## src/rtl/maxpool_stream_2d.sv

```systemverilog
// Streaming non-overlapping POOLxPOOL max/min pooling over a raster-order frame.
// Input beats carry LANES pixels; each output beat carries LANES/POOL pooled pixels.
module maxpool_stream_2d #(
  parameter int DATA_W = 16,
  parameter int LANES  = 4,
  parameter int POOL   = 2,
  parameter int IMG_W  = 16,
  parameter int IMG_H  = 16,
  parameter int SIGNED = 0
) (
  input  logic                             clk,
  input  logic                             rst,
  input  logic                             i_mode,
  input  logic                             i_valid,
  output logic                             i_ready,
  input  logic [DATA_W*LANES-1:0]          i_data,
  output logic                             o_valid,
  input  logic                             o_ready,
  output logic [DATA_W*(LANES/POOL)-1:0]   o_data,
  output logic                             o_last,
  output logic                             o_busy
);

  localparam int OUT_L = LANES / POOL;
  localparam int BEATS = IMG_W / LANES;
  localparam int DEPTH = IMG_W / POOL;
  localparam int COL_W = (BEATS > 1) ? $clog2(BEATS) : 1;
  localparam int ROW_W = (IMG_H > 1) ? $clog2(IMG_H) : 1;
  localparam int WIN_W = (POOL > 1) ? $clog2(POOL) : 1;
  localparam logic [COL_W-1:0] COL_LAST = COL_W'(BEATS - 1);
  localparam logic [ROW_W-1:0] ROW_LAST = ROW_W'(IMG_H - 1);
  localparam logic [WIN_W-1:0] WIN_LAST = WIN_W'(POOL - 1);

  // True when the later value should replace the earlier one; ties keep the earlier.
  function automatic logic take_new(input logic [DATA_W-1:0] old_v,
                                    input logic [DATA_W-1:0] new_v,
                                    input logic              min_m);
    logic gt_s;
    logic lt_s;
    if (SIGNED != 0) begin
      gt_s = $signed(new_v) > $signed(old_v);
      lt_s = $signed(new_v) < $signed(old_v);
    end else begin
      gt_s = new_v > old_v;
      lt_s = new_v < old_v;
    end
    return min_m ? lt_s : gt_s;
  endfunction

  function automatic logic [DATA_W-1:0] reduce2(input logic [DATA_W-1:0] old_v,
                                                input logic [DATA_W-1:0] new_v,
                                                input logic              min_m);
    return take_new(old_v, new_v, min_m) ? new_v : old_v;
  endfunction

  logic [COL_W-1:0]  col_q, col_d;
  logic [ROW_W-1:0]  row_q, row_d;
  logic [WIN_W-1:0]  win_q, win_d;
  logic              mode_q, mode_d;
  logic              busy_q, busy_d;
  logic              o_valid_q, o_valid_d;
  logic              o_last_q, o_last_d;
  logic [DATA_W*OUT_L-1:0] o_data_q, o_data_d;
  logic [DATA_W-1:0] rowbuf_q [DEPTH];
  logic [DATA_W-1:0] rowbuf_d [DEPTH];

  logic              i_ready_s;
  logic              accept_s;
  logic              mode_s;
  logic [DATA_W-1:0] part_s [OUT_L];
  logic [DATA_W-1:0] cur_s  [OUT_L];
  logic [DATA_W-1:0] comb_s [OUT_L];

  assign i_ready_s = !o_valid_q || o_ready;
  assign accept_s  = i_valid && i_ready_s;
  // Mode is taken from the port only on the first beat of a frame.
  assign mode_s    = ((col_q == '0) && (row_q == '0)) ? i_mode : mode_q;

  // Horizontal reduce of the beat and vertical reduce against the row buffer.
  always_comb begin
    for (int j = 0; j < OUT_L; j++) begin
      part_s[j] = i_data[(j*POOL)*DATA_W +: DATA_W];
      for (int k = 1; k < POOL; k++) begin
        part_s[j] = reduce2(part_s[j], i_data[(j*POOL+k)*DATA_W +: DATA_W], mode_s);
      end
      cur_s[j] = '0;
      for (int c = 0; c < BEATS; c++) begin
        cur_s[j] = cur_s[j] | ((COL_W'(c) == col_q) ? rowbuf_q[c*OUT_L+j] : {DATA_W{1'b0}});
      end
      comb_s[j] = reduce2(cur_s[j], part_s[j], mode_s);
    end
  end

  // Row buffer update: first window row overwrites, later rows accumulate.
  always_comb begin
    for (int c = 0; c < BEATS; c++) begin
      for (int j = 0; j < OUT_L; j++) begin
        rowbuf_d[c*OUT_L+j] = (accept_s && (COL_W'(c) == col_q))
                              ? ((win_q == '0) ? part_s[j] : comb_s[j])
                              : rowbuf_q[c*OUT_L+j];
      end
    end
  end

  // Frame position counters and latched mode.
  always_comb begin
    col_d  = col_q;
    row_d  = row_q;
    win_d  = win_q;
    mode_d = mode_q;
    if (accept_s) begin
      mode_d = mode_s;
      if (col_q == COL_LAST) begin
        col_d = '0;
        if (row_q == ROW_LAST) begin
          row_d = '0;
          win_d = '0;
        end else begin
          row_d = row_q + ROW_W'(1);
          win_d = (win_q == WIN_LAST) ? WIN_W'(0) : (win_q + WIN_W'(1));
        end
      end else begin
        col_d = col_q + COL_W'(1);
      end
    end else begin
      mode_d = mode_q;
    end
  end

  // Output register; a reload in the same cycle as a drain replaces the old beat.
  always_comb begin
    o_valid_d = o_valid_q;
    o_last_d  = o_last_q;
    o_data_d  = o_data_q;
    if (accept_s && (win_q == WIN_LAST)) begin
      o_valid_d = 1'b1;
      o_last_d  = (col_q == COL_LAST) && (row_q == ROW_LAST);
      for (int j = 0; j < OUT_L; j++) begin
        o_data_d[j*DATA_W +: DATA_W] = comb_s[j];
      end
    end else if (o_ready) begin
      o_valid_d = 1'b0;
      o_last_d  = 1'b0;
    end else begin
      o_valid_d = o_valid_q;
    end
  end

  // Busy while the frame is partially consumed or its last beat is still pending.
  assign busy_d = !((col_d == '0) && (row_d == '0)) || (o_valid_d && o_last_d);

  // State registers with synchronous reset.
  always_ff @(posedge clk) begin
    if (rst) begin
      col_q     <= '0;
      row_q     <= '0;
      win_q     <= '0;
      mode_q    <= 1'b0;
      busy_q    <= 1'b0;
      o_valid_q <= 1'b0;
      o_last_q  <= 1'b0;
      o_data_q  <= '0;
      for (int e = 0; e < DEPTH; e++) begin
        rowbuf_q[e] <= '0;
      end
    end else begin
      col_q     <= col_d;
      row_q     <= row_d;
      win_q     <= win_d;
      mode_q    <= mode_d;
      busy_q    <= busy_d;
      o_valid_q <= o_valid_d;
      o_last_q  <= o_last_d;
      o_data_q  <= o_data_d;
      rowbuf_q  <= rowbuf_d;
    end
  end

  assign i_ready = i_ready_s;
  assign o_valid = o_valid_q;
  assign o_data  = o_data_q;
  assign o_last  = o_last_q;
  assign o_busy  = busy_q;

endmodule

```

## config.mk

```make
export PLATFORM = sky130hd
export DESIGN_NAME = maxpool_stream_2d
export DESIGN_NICKNAME = d
export VERILOG_FILES = /design/src/rtl/maxpool_stream_2d.sv
export SDC_FILE = /design/constraint.sdc
export NUM_CORES = 1
export LEC_CHECK = 0
export CORE_MARGIN = 4
export CORE_UTILIZATION = 43
export DETAILED_ROUTE_END_ITERATION = 12
export PLACE_DENSITY_LB_ADDON = 0.25
export SYNTH_ARGS = -nofsm -noshare
export SYNTH_HDL_FRONTEND = slang
export SYNTH_SLANG_ARGS = --single-unit
```

## constraint.sdc

```tcl
create_clock -name clk -period 4.95 [get_ports clk]
set_clock_uncertainty 0.1 [all_clocks]
set_input_delay 0.495 -clock clk [delete_from_list [all_inputs] [get_ports clk]]
set_output_delay 0.495 -clock clk [all_outputs]
set_load 0.05 [all_outputs]
```

==> results of run 1 <==
Yosys cell counts (all sizes together) (37+ instances only):
cell type	count
nor3	65
and3	65
nor2	37
a22o	48
a21oi	37
o221ai	64
ha	70
inv	72
a31oi	61
nand3	39
dfxtp	171
nand2	171
clkbuf	89
a211o	66
o21ai	46
stage by stage:
step / util [%] / cell area (um2)
after floorplan: - / 11200
after global placement: 54.0 / 13700
after detailed placement: 54.0 / 13700
after CTS: 56.2 / 14300
after global routing: 56.4 / 14300
final: 56.4 / 14300
final cells by class:
cell class | instances | area [um2]
multi-input cells | 958 | 7010
flip-flops and latches | 171 | 3430
well taps | 330 | 413
inverters | 73 | 274
fillers | 2246 | 11100
clock inverters | 11 | 111
repair buffers | 287 | 2620
clock buffers | 20 | 457
per-layer routing:
| layer | vias up | wire length [um] | share of wire [%] |
|---|---|---|---|
| li1 | 5446 | - | - |
| met1 | 5459 | 17000 | 47 |
| met2 | 546 | 15800 | 43 |
| met3 | 28 | 3200 | 8.8 |
| met4 | 0 | 321 | 0.88 |
| met5 | - | 0 | 0 |
worst min-delay path, stage by stage (launching register included):
cell,delay [ns]
dfxtp_1,0.33
nand2_1,0.05
o221ai_1,0.06
logic make-up (layout without fill, tap and decap cells):
group	Yosys count	after routing	synth area share (%)
fa+ha+maj	70	70	7.81
simple gates	424	424	18.5
mux	38	39	4.87
flops	171	171	30.5
compound gates	424	424	30.8
xor+xnor	1	1	0.0781
buf+inv	196	391	7.47
cells in the final DEF (no fill, tap or decap), types with 3 or more instances in the layout:
cell,netlist,routed
a211o_1,66,66
a211oi_1,3,3
a21o_1,4,4
a21oi_1,37,36
a221oi_1,32,32
a22o_1,48,48
a22oi_1,15,15
a311oi_2,6,6
a311oi_4,10,10
a31oi_1,61,61
a32oi_1,17,17
and2_1,4,4
and3_1,65,65
and4_1,4,4
buf_12,1,17
buf_4,7,166
clkbuf_16,0,17
clkdlybuf4s50_1,0,103
clkinv_4,0,3
clkinvlp_4,0,3
dfxtp_1,171,170
ha_1,70,69
inv_1,62,62
inv_2,10,10
inv_6,0,3
mux2i_1,21,21
mux2i_4,12,13
nand2_1,171,171
nand3_1,36,36
nand3_2,3,3
nand4_1,9,9
nor2_1,37,37
nor3_1,64,64
nor4_1,19,17
o211ai_2,4,4
o21ai_0,17,17
o21ai_1,29,29
o221ai_1,64,64
how the worst min path moves through the flow:
| stage | slack (ns) | to | from |
|---|---|---|---|
| 2_1_floorplan | 0.33 | rowbuf_q[32] | rowbuf_q[32] |
| 3_3_place_gp | 0.34 | rowbuf_q[71] | rowbuf_q[71] |
| 3_5_place_dp | 0.35 | rowbuf_q[14] | rowbuf_q[14] |
| 4_1_cts | 0.37 | rowbuf_q[14] | rowbuf_q[14] |
| 5_1_grt | 0.38 | rowbuf_q[78] | rowbuf_q[78] |
| 6_report | 0.37 | rowbuf_q[78] | rowbuf_q[78] |
where the power goes:
| group | switching (mW) | total, mW | internal [mW] | leakage, nW |
|---|---|---|---|---|
| Combinational | 0.822 | 1.44 | 0.614 | 4.37 |
| Clock | 0.583 | 1.31 | 0.724 | 0.270 |
| Sequential | 0.0289 | 1.46 | 1.43 | 1.39 |
| Total | 1.43 | 4.20 | 2.76 | 6.02 |
what timing repair did:
item | 4_1_cts | 5_1_grt
setup endpoints to repair | 0 | 92
resized for setup | 0 | 5
buffers inserted | 0 | 0
state kept, by name, indices dropped and copies added, names as in the netlist:
name	count
mode_q	1
win_q	1
rowbuf_q	128
row_q	4
o_busy	1
o_last	1
col_q	2
o_valid	1
o_data	32
==> impl_metrics.json, run 1 <==
{
  "netlist_area_um2": 11200,
  "use_met3_pct": 4.19,
  "die_height_um": 169,
  "start_util_pct": 44.1,
  "wire_per_inst_um": 19.6,
  "yosysTopAreaCell": "dfxtp_1",
  "path_max_fanout": 16,
  "synth_ff_type": "dfxtp_1",
  "cap_viol_max_count": 0,
  "drtPass1Iterations": 5,
  "clk_pin_slew_ns": 0.06,
  "coreArea_um2": 25400,
  "power.density_nw_per_um2": 293,
  "cts_made_buffers": 17,
  "row_count": 58,
  "total_power_mw": 4.20,
  "ys_warn_count": 0,
  "wl_um": 36300,
  "fin_setup_tns_ns": 0,
  "r2r_end": "rowbuf_q[109]",
  "io_pins": 105,
  "areaGrowthSynthToFinish_pct": 27.7,
  "first_global_vias": 10700,
  "synthesis.nets": 1463,
  "grt_util_met2_pct": 36.4,
  "worstSetupPathType": "in -> reg",
  "timing.reg2reg.setup_slack_ns": 0.29,
  "ir_drop_mv": 0.217,
  "path_buf_inv": 5,
  "hpwl_um": 24500,
  "drtIter0Drc": 1391,
  "worstReg2RegStart": "col_q[0]",
  "clkSinkCount": 171,
  "grt_overflow_total": 0,
  "routabilityCongestion": 0.862,
  "drc": 0,
  "io_buffers": 104,
  "ys_async_sr_fraction_pct": 0,
  "final_nets": 1647,
  "instances_no_fill": 1850,
  "clk-insertion-delay-late_ns": 0.43,
  "setup_viol": 0,
  "hold_viol": 0,
  "ys_seq_elements": 171,
  "crit_slowest_cell": "or4b_4",
  "cp-end-kind": "register",
  "ys_seq_area_share_pct": 30.5,
  "dieArea_um2": 28700,
  "netlist.area_leader.share_pct": 30.5,
  "grtUsageTotal_pct": 24.1,
  "relSlewSlack_pct": 12.2,
  "slew_viol_final": 0,
  "fin_crit_sh_pct": 94.8,
  "cts_tree": "done",
  "synth.distinct_cells": 62,
  "critical_path_depth": 19,
  "n_antenna_cell": 0,
  "power.leakage_nw": 6.02,
  "grt.busiest_layer": "met2",
  "final_layout_size_suffix_gt1_share_pct": 18.3,
  "grt_pass1_wl_um": 57500,
  "hold_path_depth": 2,
  "drt-vias-per-instance": 6.20,
  "cp-start-kind": "input pin",
  "syn_inst": 1324,
  "postCtsHoldBufs": 0,
  "cts_root_buf": "clkbuf_16",
  "rsz0062_at_grt": "no",
  "max_stage_delay_ns": 0.58,
  "cp.arrival_ns": 4.93,
  "syn_area_per_cell_um2": 8.47,
  "synth_edf_count": 0,
  "finalCriticalPeriod_ns": 4.69,
  "fin_ws_ns": 0.259,
  "crit_required_ns": 5.19,
  "clock_path_buffers": 2,
  "ff2ff_path_depth": 17,
  "pre_cts_slack_ns": -0.308,
  "grt_max_degree": 102,
  "fmax_ghz": 0.213,
  "min_path_type": "reg -> reg",
  "status": "finished, final reports clean",
  "holdWs_ns": 0.365,
  "startpoint": "i_data[43]",
  "crit_chain": "clkdlybuf4s50_1 > inv_1 > ha_1 > a21oi_1 > o21a_1 > o2bb2ai_1 > a211o_1 > mux2_2 > buf_4 > mux2i_4 > inv_2 > ha_1 > nand4_1 > a211oi_1 > or4b_4 > mux2i_4 > o211ai_2 > buf_12 > o221ai_1",
  "dieWidth_um": 169,
  "cp_top_family": "compound AO/OA/AOI/OAI gates",
  "tightest_slew_ns": 1.31,
  "antenna_found_initial": 0,
  "drtAntennaViolNets": 0,
  "globalRouteMet1Util_pct": 36.4,
  "route.vias.total": 11500,
  "synth.area.top_cells": "dfxtp_1 31%, ha_1 7.8%, nand2_1 5.7%, a211o_1 5.2%, o221ai_1 5.0%",
  "dp.cells": 1818,
  "setup.worst_path.end": "rowbuf_q[109]",
  "htree_levels": 4
}
No activity file was read; power rests on OpenSTA's default activity.
==> run 2: changes to the inputs <==
--- a/config.mk
+++ b/config.mk
@@ -5,7 +5,9 @@
 export SDC_FILE = /design/constraint.sdc
 export NUM_CORES = 1
 export LEC_CHECK = 0
-export CORE_MARGIN = 4
+export CELL_PAD_IN_SITES_DETAIL_PLACEMENT = 1
+export CELL_PAD_IN_SITES_GLOBAL_PLACEMENT = 1
+export CORE_MARGIN = 8
 export CORE_UTILIZATION = 43
 export DETAILED_ROUTE_END_ITERATION = 12
 export PLACE_DENSITY_LB_ADDON = 0.25
==> impl_metrics.json, run 2 (synthesis results as in run 1) <==
{
  "hold_path_depth": 2,
  "wire_per_inst_um": 24.5,
  "cp.arrival_ns": 5.14,
  "antenna_found_initial": 0,
  "clk_pin_slew_ns": 0.07,
  "drc": 0,
  "row_count": 59,
  "io_buffers": 104,
  "drtAntennaViolNets": 0,
  "grt_overflow_total": 0,
  "r2r_end": "rowbuf_q[76]",
  "worstReg2RegStart": "col_q[0]",
  "cts_made_buffers": 17,
  "total_power_mw": 4.72,
  "worstSetupPathType": "in -> reg",
  "clock_path_buffers": 2,
  "dp.cells": 1847,
  "cts_root_buf": "clkbuf_16",
  "hold_end": "rowbuf_q[6]",
  "clkSinkCount": 171,
  "power.leakage_nw": 6.42,
  "seqPwrFrac_pct": 30.9,
  "start_util_pct": 43.4,
  "largest_register_ffs": 128,
  "final_layout_size_suffix_gt1_share_pct": 21.5,
  "status": "finished with violations",
  "n_antenna_cell": 0,
  "cap_viol_max_count": 0,
  "route.vias.total": 12300,
  "tightest_slew_ns": 1.31,
  "cp-start-kind": "input pin",
  "wl_um": 46500,
  "ir_drop_mv": 0.174,
  "areaGrowthSynthToFinish_pct": 34.1,
  "swShare_pct": 34.5,
  "coreArea_um2": 25800,
  "ff2ff_path_depth": 18,
  "hold_viol": 0,
  "routabilityCongestion": 0.866,
  "postCtsHoldBufs": 0,
  "path_max_fanout": 8,
  "final_nets": 1687,
  "slew_viol_final": 0,
  "final_cell_mix": "189 x buf_4, 171 x nand2_1, 170 x dfxtp_1, 96 x clkdlybuf4s50_1, 66 x a211o_1",
  "finalCriticalPeriod_ns": 4.96,
  "final_common_cell": "buf_4",
  "holdWs_ns": 0.371,
  "hp-start": "rowbuf_q[6]",
  "dieArea_um2": 31500,
  "drtPass1Iterations": 5,
  "first_global_vias": 12500,
  "setup_viol": 1,
  "io_pins": 105,
  "power.density_nw_per_um2": 314,
  "instances_no_fill": 1896,
  "p_int_mw": 3.09,
  "crit_required_ns": 5.13,
  "fmax_ghz": 0.202,
  "grt_max_degree": 82,
  "die_height_um": 177,
  "cts_tree": "done",
  "min_path_type": "reg -> reg",
  "power_frac_comb_pct": 36.3,
  "pwr-share-clk_pct": 32.8,
  "clk-insertion-delay-late_ns": 0.44,
  "fin_ws_ns": -0.0108,
  "fin_crit_sh_pct": 100,
  "drtIter0Drc": 1419,
  "dieWidth_um": 177,
  "fillers": 2949,
  "grtUsageTotal_pct": 27.5,
  "switching_power_mw": 1.63,
  "grt_pass1_wl_um": 69400,
  "top_register": "rowbuf_q",
  "drt-vias-per-instance": 6.51,
  "violations": "setup timing",
  "hpwl_um": 29900,
  "htree_levels": 4,
  "relSlewSlack_pct": 12.3,
  "cp-end-kind": "register",
  "timing.reg2reg.setup_slack_ns": 0.10
}
==> run 2: changes by cell type in the layout (fill, tap and decap cells not counted), sizes merged <==
cell / previous run / this run
buf: 184 / 220
bufinv: 1 / 5
clkdlybuf4s50: 103 / 96
clkinv: 4 / 5
clkinvlp: 3 / 1
dlymetal6s2s: 0 / 7
inv: 76 / 77
mux2: 4 / 5
==> run 2: final cells by class <==
type | instances | area [um2] | share of cell area, %
clock buffers | 17 | 425 | 2.83
clock inverters | 15 | 235 | 1.56
inverters | 73 | 274 | 1.82
multi-input cells | 959 | 7150 | 47.6
flip-flops and latches | 171 | 3430 | 22.8
well taps | 335 | 419 | 2.79
repair buffers | 326 | 3100 | 20.6
==> run 2: power by group through the flow <==
stage	clock network [mW]	registers, mW	logic [mW]
finish	1.55	1.46	1.72
global placement	0	1.48	1.45
detailed placement	0	1.48	1.50
floorplan	0	1.48	0.841
CTS	1.55	1.45	1.53
global route	1.61	1.46	1.81
==> run 2: stage by stage <==
stage	setup slack, ns	instance area, um2	utilization [%]	setup TNS [ns]
global route	-0.160	15000	58.2	-6.58
CTS	0.00970	14600	56.7	0
detailed placement	-0.688	13900	53.9	-85.88
finish	-0.0108	15000	58.2	-0.0108
global placement	-0.623	13900	53.9	-66.51
floorplan	0.368	11200	-	0
==> run 2: critical path, cell delays in order <==
cell and delay [ns]:
clkdlybuf4s50_1 0.52, inv_1 0.08, ha_1 0.33, a21oi_1 0.21
o21ai_0 0.12, o2bb2ai_1 0.14, a211o_1 0.29, mux2_4 0.38
mux2i_4 0.22, inv_1 0.06, ha_1 0.31, nor2b_1 0.13
o211ai_1 0.24, a2111oi_2 0.11, or4b_4 0.57, mux2i_4 0.22
buf_12 0.14, o211ai_4 0.25, clkbuf_16 0.21, o221ai_1 0.10
==> run 2: how the worst max path moves through the flow <==
stage / end / from
6_report: rowbuf_q[76] / i_data[39]
5_1_grt: rowbuf_q[76] / i_data[39]
4_1_cts: o_data[11] / i_data[14]
3_5_place_dp: o_data[11] / i_data[11]
3_3_place_gp: o_data[11] / i_data[11]
2_1_floorplan: rowbuf_q[16] / i_data[9]
==> run 2: what timing repair did <==
item | CTS | global route
pin swaps | 2 | 14
endpoints found under the setup margin | 160 | 156
gates resized for setup | 4 | 42
buffers inserted | 3 | 9
cloned | 0 | 5
==> run 2: routing by layer <==
layer	up-vias	part of all wire, %	track usage [%]
li1	5535	-	-
met1	6182	44	36.8
met2	534	47	44.2
met3	86	6.6	4.89
met4	0	2.1	8.41
met5	-	0	0
==> run 3: changes to the inputs <==
--- a/config.mk
+++ b/config.mk
@@ -8,9 +8,10 @@
 export CELL_PAD_IN_SITES_DETAIL_PLACEMENT = 1
 export CELL_PAD_IN_SITES_GLOBAL_PLACEMENT = 1
 export CORE_MARGIN = 8
-export CORE_UTILIZATION = 43
+export CORE_UTILIZATION = 44
 export DETAILED_ROUTE_END_ITERATION = 12
 export PLACE_DENSITY_LB_ADDON = 0.25
+export REMOVE_ABC_BUFFERS = 1
 export SYNTH_ARGS = -nofsm -noshare
 export SYNTH_HDL_FRONTEND = slang
 export SYNTH_SLANG_ARGS = --single-unit
==> impl_metrics.json, run 3 (synthesis results as in run 1) <==
{
  "status": "finished with violations",
  "violations": "setup timing",
  "cap_viol_max_count": 0,
  "switching_power_mw": 1.67,
  "worstSetupPathType": "in -> reg",
  "tightest_slew_ns": 1.27,
  "holdWs_ns": 0.370,
  "final_cell_mix": "204 x buf_4, 171 x nand2_1, 170 x dfxtp_1, 103 x clkdlybuf4s50_1, 66 x ha_1",
  "cp-end-kind": "register",
  "drtPass1Iterations": 8,
  "fin_crit_sh_pct": 103,
  "fin_ws_ns": -0.135,
  "final_common_cell": "buf_4",
  "power.density_nw_per_um2": 310,
  "first_global_vias": 12900,
  "n_antenna_cell": 0,
  "grt_overflow_total": 0,
  "wl_um": 47800,
  "seqPwrFrac_pct": 31.0,
  "dieArea_um2": 30800,
  "ir_drop_mv": 0.166,
  "swShare_pct": 35.4,
  "clk-insertion-delay-late_ns": 0.45,
  "top_register": "rowbuf_q",
  "finalCriticalPeriod_ns": 5.08,
  "largest_register_ffs": 128,
  "final_layout_size_suffix_gt1_share_pct": 22.7,
  "start_util_pct": 44.7,
  "dieWidth_um": 176,
  "fmax_ghz": 0.197,
  "p_int_mw": 3.03,
  "pwr-share-clk_pct": 31.0,
  "areaGrowthSynthToFinish_pct": 35.0,
  "io_pins": 105,
  "crit_slowest_cell": "clkdlybuf4s50_1",
  "crit_chain": "clkdlybuf4s50_1 > inv_1 > ha_1 > a21oi_1 > o21ai_2 > a211oi_4 > buf_6 > a32oi_1 > a311oi_2 > buf_4 > inv_1 > ha_1 > a21oi_1 > o21ai_0 > a221o_1 > a211oi_4 > mux2i_4 > buf_6 > buf_12 > buf_4 > buf_4 > a211o_1 > nand2_1",
  "wire_per_inst_um": 25.1,
  "routabilityCongestion": 0.844,
  "max_stage_delay_ns": 0.53,
  "cp_top_family": "compound AO/OA/AOI/OAI gates",
  "dp.cells": 1860,
  "fillers": 2876,
  "power_frac_comb_pct": 38.0,
  "route.vias.total": 12500,
  "die_height_um": 176,
  "cts_made_buffers": 17,
  "hpwl_um": 29700,
  "row_count": 58,
  "coreArea_um2": 25100,
  "clock_path_buffers": 2,
  "clkSinkCount": 171,
  "crit_required_ns": 5.17,
  "power.leakage_nw": 6.39,
  "cts_tree": "done",
  "relSlewSlack_pct": 15.3,
  "slew_viol_final": 0,
  "setup_viol": 34,
  "fin_area_um2": 15100,
  "htree_levels": 4,
  "final_util_pct": 60.3,
  "hold_viol": 0,
  "path_max_fanout": 7,
  "crit_path_frequent_cell": "buf_4",
  "min_path_type": "reg -> reg",
  "antenna_found_initial": 0,
  "grtUsageTotal_pct": 28.3,
  "grt_pass1_wl_um": 71100,
  "total_power_mw": 4.70,
  "pre_cts_slack_ns": -0.533,
  "grt_max_degree": 91,
  "drc": 0,
  "io_buffers": 104,
  "drtAntennaViolNets": 0,
  "drtIter0Drc": 1220,
  "path_buf_inv": 9,
  "cp.arrival_ns": 5.30,
  "final_nets": 1700,
  "fin_setup_tns_ns": -1.97,
  "clk_pin_slew_ns": 0.07,
  "postCtsHoldBufs": 0,
  "post_dp_cell_area_um2": 14100,
  "cp-start-kind": "input pin",
  "instances_no_fill": 1904,
  "drt-vias-per-instance": 6.59,
  "cts_root_buf": "clkbuf_16"
}
-- run 3: tightest hold or removal path, delay by kind of cell (launching register included) --
kind	cells	cell delay, ns
AND/OR/NAND/NOR	1	0.05
flip-flops	1	0.33
AO/OA/AOI/OAI	1	0.05
-- run 3: final timing paths --
| check | slack, ns | endpoint | cells past startpoint | from |
|---|---|---|---|---|
| setup / recovery | -0.13 | rowbuf_q[84] | 23 | i_data[5] |
| hold / removal | 0.37 | rowbuf_q[43] | 2 | rowbuf_q[43] |
| setup reg to reg | -0.02 | rowbuf_q[84] | 20 | col_q[1] |
| hold reg to reg | 0.37 | rowbuf_q[43] | 2 | rowbuf_q[43] |
-- run 3: layout make-up --
type	count	area (um2)	area share, %
repair buffers	341	3180	21.0
clock buffers	20	467	3.08
clock inverters	12	154	1.02
multi-input cells	957	7220	47.7
well taps	330	413	2.73
flip-flops and latches	171	3430	22.6
inverters	73	274	1.81
-- run 3: per-layer routing --
layer	routed length (um)	global-route usage, %	part of all wire (%)	vias up
met5	0	0	0	-
met4	1290	10.5	2.7	0
met3	3200	4.62	6.7	126
met2	23300	46.9	49	589
met1	20000	36.4	42	6270
li1	-	-	-	5562
-- run 3: repair_timing --
action                     in CTS  in global routing
setup endpoints to repair      76                156
setup buffers                   1                  7
pin swaps                       1                 16
resized for setup               2                 47
hold endpoints to repair        0                  0
cloned                          0                  4
-- run 3: power groups by stage --
stage | logic [mW] | registers, mW | clock network, mW
after floorplan | 0.771 | 1.49 | 0
after global placement | 1.49 | 1.48 | 0
after detailed placement | 1.54 | 1.49 | 0
after CTS | 1.58 | 1.46 | 1.45
after global routing | 1.88 | 1.46 | 1.51
final | 1.78 | 1.46 | 1.46
